File: src/rtl/multicycle_seq_ctrl_pkg.sv
// ============================================================================
// multicycle_seq_ctrl_pkg : shared state encodings and WISC-SP13 opcode codes
// Revision: 1.0
// ============================================================================
`default_nettype none

package multicycle_seq_ctrl_pkg;

  typedef enum logic [2:0] {
    ST_FETCH  = 3'd0,
    ST_DECODE = 3'd1,
    ST_EXEC   = 3'd2,
    ST_MEM    = 3'd3,
    ST_WB     = 3'd4,
    ST_HALTED = 3'd5,
    ST_ERR    = 3'd6
  } state_e;

  localparam logic [4:0] OP_HALT = 5'b00000;
  localparam logic [4:0] OP_NOP  = 5'b00001;
  localparam logic [4:0] OP_ILL0 = 5'b00010;
  localparam logic [4:0] OP_ILL1 = 5'b00011;
  localparam logic [4:0] OP_J    = 5'b00100;
  localparam logic [4:0] OP_JR   = 5'b00101;
  localparam logic [4:0] OP_ST   = 5'b10000;
  localparam logic [4:0] OP_LD   = 5'b10001;
  localparam logic [4:0] OP_STU  = 5'b10011;

  // Upper three opcode bits shared by all conditional branches
  localparam logic [2:0] OP_BR_PFX = 3'b011;

endpackage

`default_nettype wire

File: src/rtl/multicycle_seq_ctrl_if.sv
// ============================================================================
// multicycle_seq_ctrl_if : sequencer <-> datapath/memory control bundle
// Revision: 1.0
// ============================================================================
`default_nettype none

interface multicycle_seq_ctrl_if #(
  parameter int CNT_W = 16
);

  logic [4:0]       opcode;
  logic             imem_done;
  logic             dmem_done;
  logic             imem_en;
  logic             ir_en;
  logic             dmem_en;
  logic             dmem_wr;
  logic             rf_we;
  logic             pc_en;
  logic             retire;
  logic [CNT_W-1:0] retire_cnt;
  logic             halted;
  logic             err;
  logic [2:0]       state;

  modport master (
    input  opcode, imem_done, dmem_done,
    output imem_en, ir_en, dmem_en, dmem_wr, rf_we, pc_en,
    output retire, retire_cnt, halted, err, state
  );

  modport slave (
    output opcode, imem_done, dmem_done,
    input  imem_en, ir_en, dmem_en, dmem_wr, rf_we, pc_en,
    input  retire, retire_cnt, halted, err, state
  );

endinterface

`default_nettype wire

File: src/rtl/multicycle_seq_ctrl_op_class.sv
// ============================================================================
// op_class : combinational opcode classifier (shared with the pipelined core)
// Revision: 1.0
// ============================================================================
`default_nettype none

module op_class
  import multicycle_seq_ctrl_pkg::*;
(
  input  logic [4:0] opcode_i,
  output logic       is_mem_o,
  output logic       is_store_o,
  output logic       writes_reg_o,
  output logic       is_halt_o,
  output logic       illegal_o
);

  always_comb begin
    is_mem_o     = 1'b0;
    is_store_o   = 1'b0;
    writes_reg_o = 1'b1;
    is_halt_o    = 1'b0;
    illegal_o    = 1'b0;
    case (opcode_i)
      OP_HALT: begin
        is_halt_o    = 1'b1;
        writes_reg_o = 1'b0;
      end
      OP_NOP, OP_J, OP_JR: writes_reg_o = 1'b0;
      OP_ILL0, OP_ILL1: begin
        illegal_o    = 1'b1;
        writes_reg_o = 1'b0;
      end
      OP_ST: begin
        is_mem_o     = 1'b1;
        is_store_o   = 1'b1;
        writes_reg_o = 1'b0;
      end
      OP_LD:  is_mem_o = 1'b1;
      // STU stores and also writes the updated base register back
      OP_STU: begin
        is_mem_o   = 1'b1;
        is_store_o = 1'b1;
      end
      default: begin
        if (opcode_i[4:2] == OP_BR_PFX) writes_reg_o = 1'b0;
      end
    endcase
  end

endmodule

`default_nettype wire

File: src/rtl/multicycle_seq_ctrl.sv
// ============================================================================
// multicycle_seq_ctrl : FETCH/DECODE/EXEC/MEM/WB sequencer with memory timeout
// Revision: 1.0
// ============================================================================
`default_nettype none

module multicycle_seq_ctrl
  import multicycle_seq_ctrl_pkg::*;
#(
  parameter int MEM_TIMEOUT = 16,
  parameter int CNT_W       = 16
) (
  input logic                   clk,
  input logic                   rst,
  multicycle_seq_ctrl_if.master ctrl_io
);

  localparam int              TMR_W    = $clog2(MEM_TIMEOUT) + 1;
  localparam logic [TMR_W-1:0] TMR_LAST = TMR_W'(MEM_TIMEOUT - 1);

  state_e           state_q, state_d;
  logic [TMR_W-1:0] timer_q, timer_d;
  logic [CNT_W-1:0] retire_cnt_q, retire_cnt_d;
  logic             halted_q, halted_d;
  logic             err_q, err_d;
  logic             is_mem_q, is_mem_d;
  logic             is_store_q, is_store_d;
  logic             writes_reg_q, writes_reg_d;

  logic dec_is_mem, dec_is_store, dec_writes_reg, dec_is_halt, dec_illegal;
  logic imem_en, ir_en, dmem_en, dmem_wr, rf_we, pc_en, retire;

  op_class u_op_class (
    .opcode_i     (ctrl_io.opcode),
    .is_mem_o     (dec_is_mem),
    .is_store_o   (dec_is_store),
    .writes_reg_o (dec_writes_reg),
    .is_halt_o    (dec_is_halt),
    .illegal_o    (dec_illegal)
  );

  always_ff @(posedge clk) begin
    if (rst) begin
      state_q      <= ST_FETCH;
      timer_q      <= '0;
      retire_cnt_q <= '0;
      halted_q     <= 1'b0;
      err_q        <= 1'b0;
      is_mem_q     <= 1'b0;
      is_store_q   <= 1'b0;
      writes_reg_q <= 1'b0;
    end else begin
      state_q      <= state_d;
      timer_q      <= timer_d;
      retire_cnt_q <= retire_cnt_d;
      halted_q     <= halted_d;
      err_q        <= err_d;
      is_mem_q     <= is_mem_d;
      is_store_q   <= is_store_d;
      writes_reg_q <= writes_reg_d;
    end
  end

  always_comb begin
    state_d      = state_q;
    timer_d      = timer_q;
    retire_cnt_d = retire_cnt_q;
    halted_d     = halted_q;
    err_d        = err_q;
    is_mem_d     = is_mem_q;
    is_store_d   = is_store_q;
    writes_reg_d = writes_reg_q;
    imem_en      = 1'b0;
    ir_en        = 1'b0;
    dmem_en      = 1'b0;
    dmem_wr      = 1'b0;
    rf_we        = 1'b0;
    pc_en        = 1'b0;
    retire       = 1'b0;

    case (state_q)
      ST_FETCH: begin
        imem_en = 1'b1;
        // done is checked before the timeout so the last allowed cycle still completes
        if (ctrl_io.imem_done) begin
          ir_en   = 1'b1;
          state_d = ST_DECODE;
        end else if (timer_q == TMR_LAST) begin
          state_d = ST_ERR;
          err_d   = 1'b1;
        end else begin
          timer_d = timer_q + 1'b1;
        end
      end
      ST_DECODE: begin
        is_mem_d     = dec_is_mem;
        is_store_d   = dec_is_store;
        writes_reg_d = dec_writes_reg;
        if (dec_illegal) begin
          state_d = ST_ERR;
          err_d   = 1'b1;
        end else if (dec_is_halt) begin
          state_d  = ST_HALTED;
          halted_d = 1'b1;
        end else begin
          state_d = ST_EXEC;
        end
      end
      ST_EXEC: begin
        if (is_mem_q) begin
          state_d = ST_MEM;
          timer_d = '0;
        end else begin
          state_d = ST_WB;
        end
      end
      ST_MEM: begin
        dmem_en = 1'b1;
        dmem_wr = is_store_q;
        if (ctrl_io.dmem_done) begin
          state_d = ST_WB;
        end else if (timer_q == TMR_LAST) begin
          state_d = ST_ERR;
          err_d   = 1'b1;
        end else begin
          timer_d = timer_q + 1'b1;
        end
      end
      ST_WB: begin
        pc_en        = 1'b1;
        rf_we        = writes_reg_q;
        retire       = 1'b1;
        retire_cnt_d = retire_cnt_q + 1'b1;
        state_d      = ST_FETCH;
        timer_d      = '0;
      end
      default: begin
      end
    endcase
  end

  // Reset forces every output low in the same cycle, whatever the state register holds
  assign ctrl_io.imem_en    = imem_en & ~rst;
  assign ctrl_io.ir_en      = ir_en & ~rst;
  assign ctrl_io.dmem_en    = dmem_en & ~rst;
  assign ctrl_io.dmem_wr    = dmem_wr & ~rst;
  assign ctrl_io.rf_we      = rf_we & ~rst;
  assign ctrl_io.pc_en      = pc_en & ~rst;
  assign ctrl_io.retire     = retire & ~rst;
  assign ctrl_io.retire_cnt = rst ? '0 : retire_cnt_q;
  assign ctrl_io.halted     = halted_q & ~rst;
  assign ctrl_io.err        = err_q & ~rst;
  assign ctrl_io.state      = rst ? 3'd0 : state_q;

endmodule

`default_nettype wire

File: src/flat_wrapper.sv
// flat-port wrapper written by rule: the top's interface ports become plain ports
module multicycle_seq_ctrl_flat import multicycle_seq_ctrl_pkg::*;
#(
  parameter int MEM_TIMEOUT = 16,
  parameter int CNT_W       = 16
)
  (clk, rst, ctrl_io_opcode, ctrl_io_imem_done, ctrl_io_dmem_done, ctrl_io_imem_en, ctrl_io_ir_en, ctrl_io_dmem_en, ctrl_io_dmem_wr, ctrl_io_rf_we, ctrl_io_pc_en, ctrl_io_retire, ctrl_io_retire_cnt, ctrl_io_halted, ctrl_io_err, ctrl_io_state);
  multicycle_seq_ctrl_if #(.CNT_W(CNT_W)) ctrl_io_i ();
  input logic clk;
  input logic rst;
  input wire logic [$bits(ctrl_io_i.opcode)-1:0] ctrl_io_opcode;
  input wire logic [$bits(ctrl_io_i.imem_done)-1:0] ctrl_io_imem_done;
  input wire logic [$bits(ctrl_io_i.dmem_done)-1:0] ctrl_io_dmem_done;
  output wire logic [$bits(ctrl_io_i.imem_en)-1:0] ctrl_io_imem_en;
  output wire logic [$bits(ctrl_io_i.ir_en)-1:0] ctrl_io_ir_en;
  output wire logic [$bits(ctrl_io_i.dmem_en)-1:0] ctrl_io_dmem_en;
  output wire logic [$bits(ctrl_io_i.dmem_wr)-1:0] ctrl_io_dmem_wr;
  output wire logic [$bits(ctrl_io_i.rf_we)-1:0] ctrl_io_rf_we;
  output wire logic [$bits(ctrl_io_i.pc_en)-1:0] ctrl_io_pc_en;
  output wire logic [$bits(ctrl_io_i.retire)-1:0] ctrl_io_retire;
  output wire logic [$bits(ctrl_io_i.retire_cnt)-1:0] ctrl_io_retire_cnt;
  output wire logic [$bits(ctrl_io_i.halted)-1:0] ctrl_io_halted;
  output wire logic [$bits(ctrl_io_i.err)-1:0] ctrl_io_err;
  output wire logic [$bits(ctrl_io_i.state)-1:0] ctrl_io_state;
  assign ctrl_io_i.opcode = ctrl_io_opcode;
  assign ctrl_io_i.imem_done = ctrl_io_imem_done;
  assign ctrl_io_i.dmem_done = ctrl_io_dmem_done;
  assign ctrl_io_imem_en = ctrl_io_i.imem_en;
  assign ctrl_io_ir_en = ctrl_io_i.ir_en;
  assign ctrl_io_dmem_en = ctrl_io_i.dmem_en;
  assign ctrl_io_dmem_wr = ctrl_io_i.dmem_wr;
  assign ctrl_io_rf_we = ctrl_io_i.rf_we;
  assign ctrl_io_pc_en = ctrl_io_i.pc_en;
  assign ctrl_io_retire = ctrl_io_i.retire;
  assign ctrl_io_retire_cnt = ctrl_io_i.retire_cnt;
  assign ctrl_io_halted = ctrl_io_i.halted;
  assign ctrl_io_err = ctrl_io_i.err;
  assign ctrl_io_state = ctrl_io_i.state;
  multicycle_seq_ctrl #(.MEM_TIMEOUT(MEM_TIMEOUT), .CNT_W(CNT_W)) u_core (.clk(clk), .rst(rst), .ctrl_io(ctrl_io_i));
endmodule
File: config.mk
export PLATFORM = sky130hd
export DESIGN_NAME = multicycle_seq_ctrl_flat
export DESIGN_NICKNAME = d
export VERILOG_FILES = /design/src/rtl/multicycle_seq_ctrl_pkg.sv /design/src/rtl/multicycle_seq_ctrl_if.sv /design/src/rtl/multicycle_seq_ctrl_op_class.sv /design/src/rtl/multicycle_seq_ctrl.sv /design/src/flat_wrapper.sv
export SDC_FILE = /design/constraint.sdc
export NUM_CORES = 1
export LEC_CHECK = 0
export CORE_ASPECT_RATIO = 2
export CORE_UTILIZATION = 50
export DETAILED_ROUTE_END_ITERATION = 7
export PLACE_DENSITY = 0.83
export SKIP_CTS_REPAIR_TIMING = 1
export SLEW_MARGIN = 30
export SYNTH_ARGS = -nofsm -noshare
export SYNTH_HDL_FRONTEND = slang
export SYNTH_SLANG_ARGS = --single-unit
export TNS_END_PERCENT = 50
File: constraint.sdc
create_clock -name clk -period 2 [get_ports clk]
set_input_delay 0.4 -clock clk [delete_from_list [all_inputs] [get_ports clk]]
set_output_delay 0.4 -clock clk [all_outputs]
set_load 0.1 [all_outputs]
==> impl_metrics.tcl <==
set metrics [dict create \
    end_kind "output port" \
    violations "design-rule violations" \
    setup_viol 0 \
    crit_fanout 12 \
    worstHoldPathCells 2 \
    die_area_sq_um 3720 \
    reg2regPathDepth 7 \
    worst_setup_path_start_kind "flop" \
    ctsHtreeMaxLevel 2 \
    area_growth_pct 55.1 \
    p_per_area_nw_per_um2 883 \
    drive_gt1_frac 0.323 \
    synth.ff_latch_count 29 \
    crit_path_start "u_core.state_q[0]" \
    rsz0062_at_grt "true" \
    grt_first_pass_wirelength_um 7940 \
    netlist_instances 215 \
    antenna_found_initial 0 \
    grt_overflow_total 0 \
    final_common_cell "buf_12" \
    drtPass1Iterations 6 \
    drc 2 \
    viasPerCell 6.14 \
    synth_cell_types 46 \
    maxCapViolCount 0 \
    numCtsBuffers 5 \
    synthFlopType "dfxtp_1" \
    power_w 0.00237 \
    yosysSeqAreaShare 0.335 \
    period_needed_ns 1.98 \
    grt_pass1_vias 1858 \
    io_buffers 36 \
    dp_hpwl_um 3770 \
    clkTransAtPathRegs_ns 0.07 \
    avgRoutedWirePerCell_um 16.8 \
    wl_met2_um 2910 \
    synth.cell_area_sq_um 1730 \
    highest_layer "met4" \
    criticalPathCategory "reg2out" \
    hold_viol_final 0 \
    antenna_cells 0 \
    coreArea_sq_um 3230 \
    ir_drop_mv 1.10 \
    clock_path_buffers 2 \
    antenna_left 0 \
    cts-root-buf "clkbuf_8" \
    final_cell_mix "buf_12 (28), dfxtp_1 (27), nor2_1 (23)" \
    finalWirelength_um 4930 \
    fp.dieH_um 85.2 \
    ff2ff_setup_slack_ns 0.05 \
    max_freq_mhz 506 \
    hold_path_class "in2reg" \
    synth_edf_count 0 \
    via_count 1804 \
    nets 274 \
    tns_ns 0 \
    initial_utilization 0.536 \
    min_to "u_core.retire_cnt_q[0]" \
    rr_startpoint "u_core.timer_q[1]" \
    crit_arrival_ns 1.58 \
    tritoncts "built" \
    worst_slew_pin_slew_ns 0.397 \
    slew_headroom 0.734 \
    min_period_over_period 0.988 \
    ios 37 \
    status "finished, violations left" \
    yosys_warnings 0 \
    async_flop_share 0 \
    hold_path_startpoint "rst" \
    grtUsageTotal 0.289 \
    met3_length_um 195 \
    clock_latency_ns 0.29 \
    skew_ns 0.00534 \
    std_cell_rows 29 \
    r2r_end "u_core.timer_q[3]" \
    cts_num_sinks 29 \
    die_w_um 43.6 \
    m1WireLength_um 1550 \
    gp_congestion 0.935 \
    avgSynthCellArea_sq_um 8.05 \
    maxSlewViolCount 0 \
    synth_nets 227 \
    drt_first_iter_violations 78 \
    critPathRequiredTime_ns 1.60 \
    grt_max_degree 19 \
    power.leakage_nw 1.04 \
]
==> where the power goes <==
group	internal, W	total [W]	switching (W)
Clock	0.000406	0.000643	0.000237
Combinational	0.000396	0.00103	0.000636
Sequential	0.000638	0.000698	0.0000594
Total	0.00144	0.00237	0.000932
==> worst max path at each step <==
stage	endpoint	slack (ns)	cells after the start
2_1_floorplan	ctrl_io_ir_en	-0.60	4
3_3_place_gp	u_core.timer_q[2]	0.11	7
3_5_place_dp	u_core.timer_q[3]	0.03	7
4_1_cts	u_core.timer_q[3]	-0.07	7
5_1_grt	ctrl_io_ir_en	-0.04	4
6_report	ctrl_io_ir_en	0.02	4
==> stage by stage <==
stage	instance area (sq um)	setup WS, ns	utilization	hold slack [ns]	instances
after CTS	2660	-0.0670	0.823	0.382	294
after detailed placement	2540	0.0257	0.787	0.456	286
after floorplan	1820	-0.605	-	0.429	215
after global routing	2690	-0.0412	0.832	0.387	294
after global placement	2540	0.110	0.787	0.445	286
final	2690	0.0238	0.832	0.382	294
==> cell families (layout without fill, tap and decap cells) <==
family	count (synthesis)	in the layout	share of synthesized area
compound gates	38	38	0.153
xor+xnor	9	9	0.0455
fa+ha+maj	3	3	0.0217
buf+inv	19	67	0.0484
flops	29	29	0.335
mux	7	7	0.0441
simple gates	110	110	0.352
==> routing by layer <==
metal | vias up | global-route usage
li1 | 858 | -
met1 | 847 | 0.237
met2 | 72 | 0.555
met3 | 27 | 0.0489
met4 | 0 | 0.219
met5 | - | 0
==> critical path: stages (launching register included) <==
cell     delay [ns]
dfxtp_1        0.37
buf_4          0.20
nor4_4         0.34
and2_4         0.21
buf_12         0.17
==> layout make-up <==
type / instances / area, sq um
Sequential cell: 29 / 583
Clock buffer: 7 / 86.3
Inverter: 7 / 26.3
Multi-Input combinational cell: 167 / 1170
Fill cell: 178 / 543
Timing Repair Buffer: 52 / 756
Tap cell: 31 / 38.8
Clock inverter: 1 / 30.0
==> flip-flops by register name, summed over array words and instances, names as in the netlist <==
register	flops
u_core.err_q	1
u_core.halted_q	1
u_core.is_mem_q	1
u_core.is_store_q	1
u_core.retire_cnt_q	16
u_core.state_q	3
u_core.timer_q	5
u_core.writes_reg_q	1
==> synth_stat cells (4+ instances only) <==
library cell,count,area (sq um)
a21oi_1,7,35.0
and2_1,7,43.8
and3_1,5,31.3
buf_2,4,20.0
clkbuf_1,6,22.5
dfxtp_1,29,581
inv_1,7,26.3
nand2_1,13,48.8
nand2b_1,4,25.0
nand3_1,6,30.0
nand4_1,5,31.3
nor2_1,25,93.8
nor2b_1,19,119
nor3_1,9,45.0
o211ai_1,4,30.0
o21ai_0,7,35.0
xor2_1,7,61.3
(Power assumes the default switching activity.)
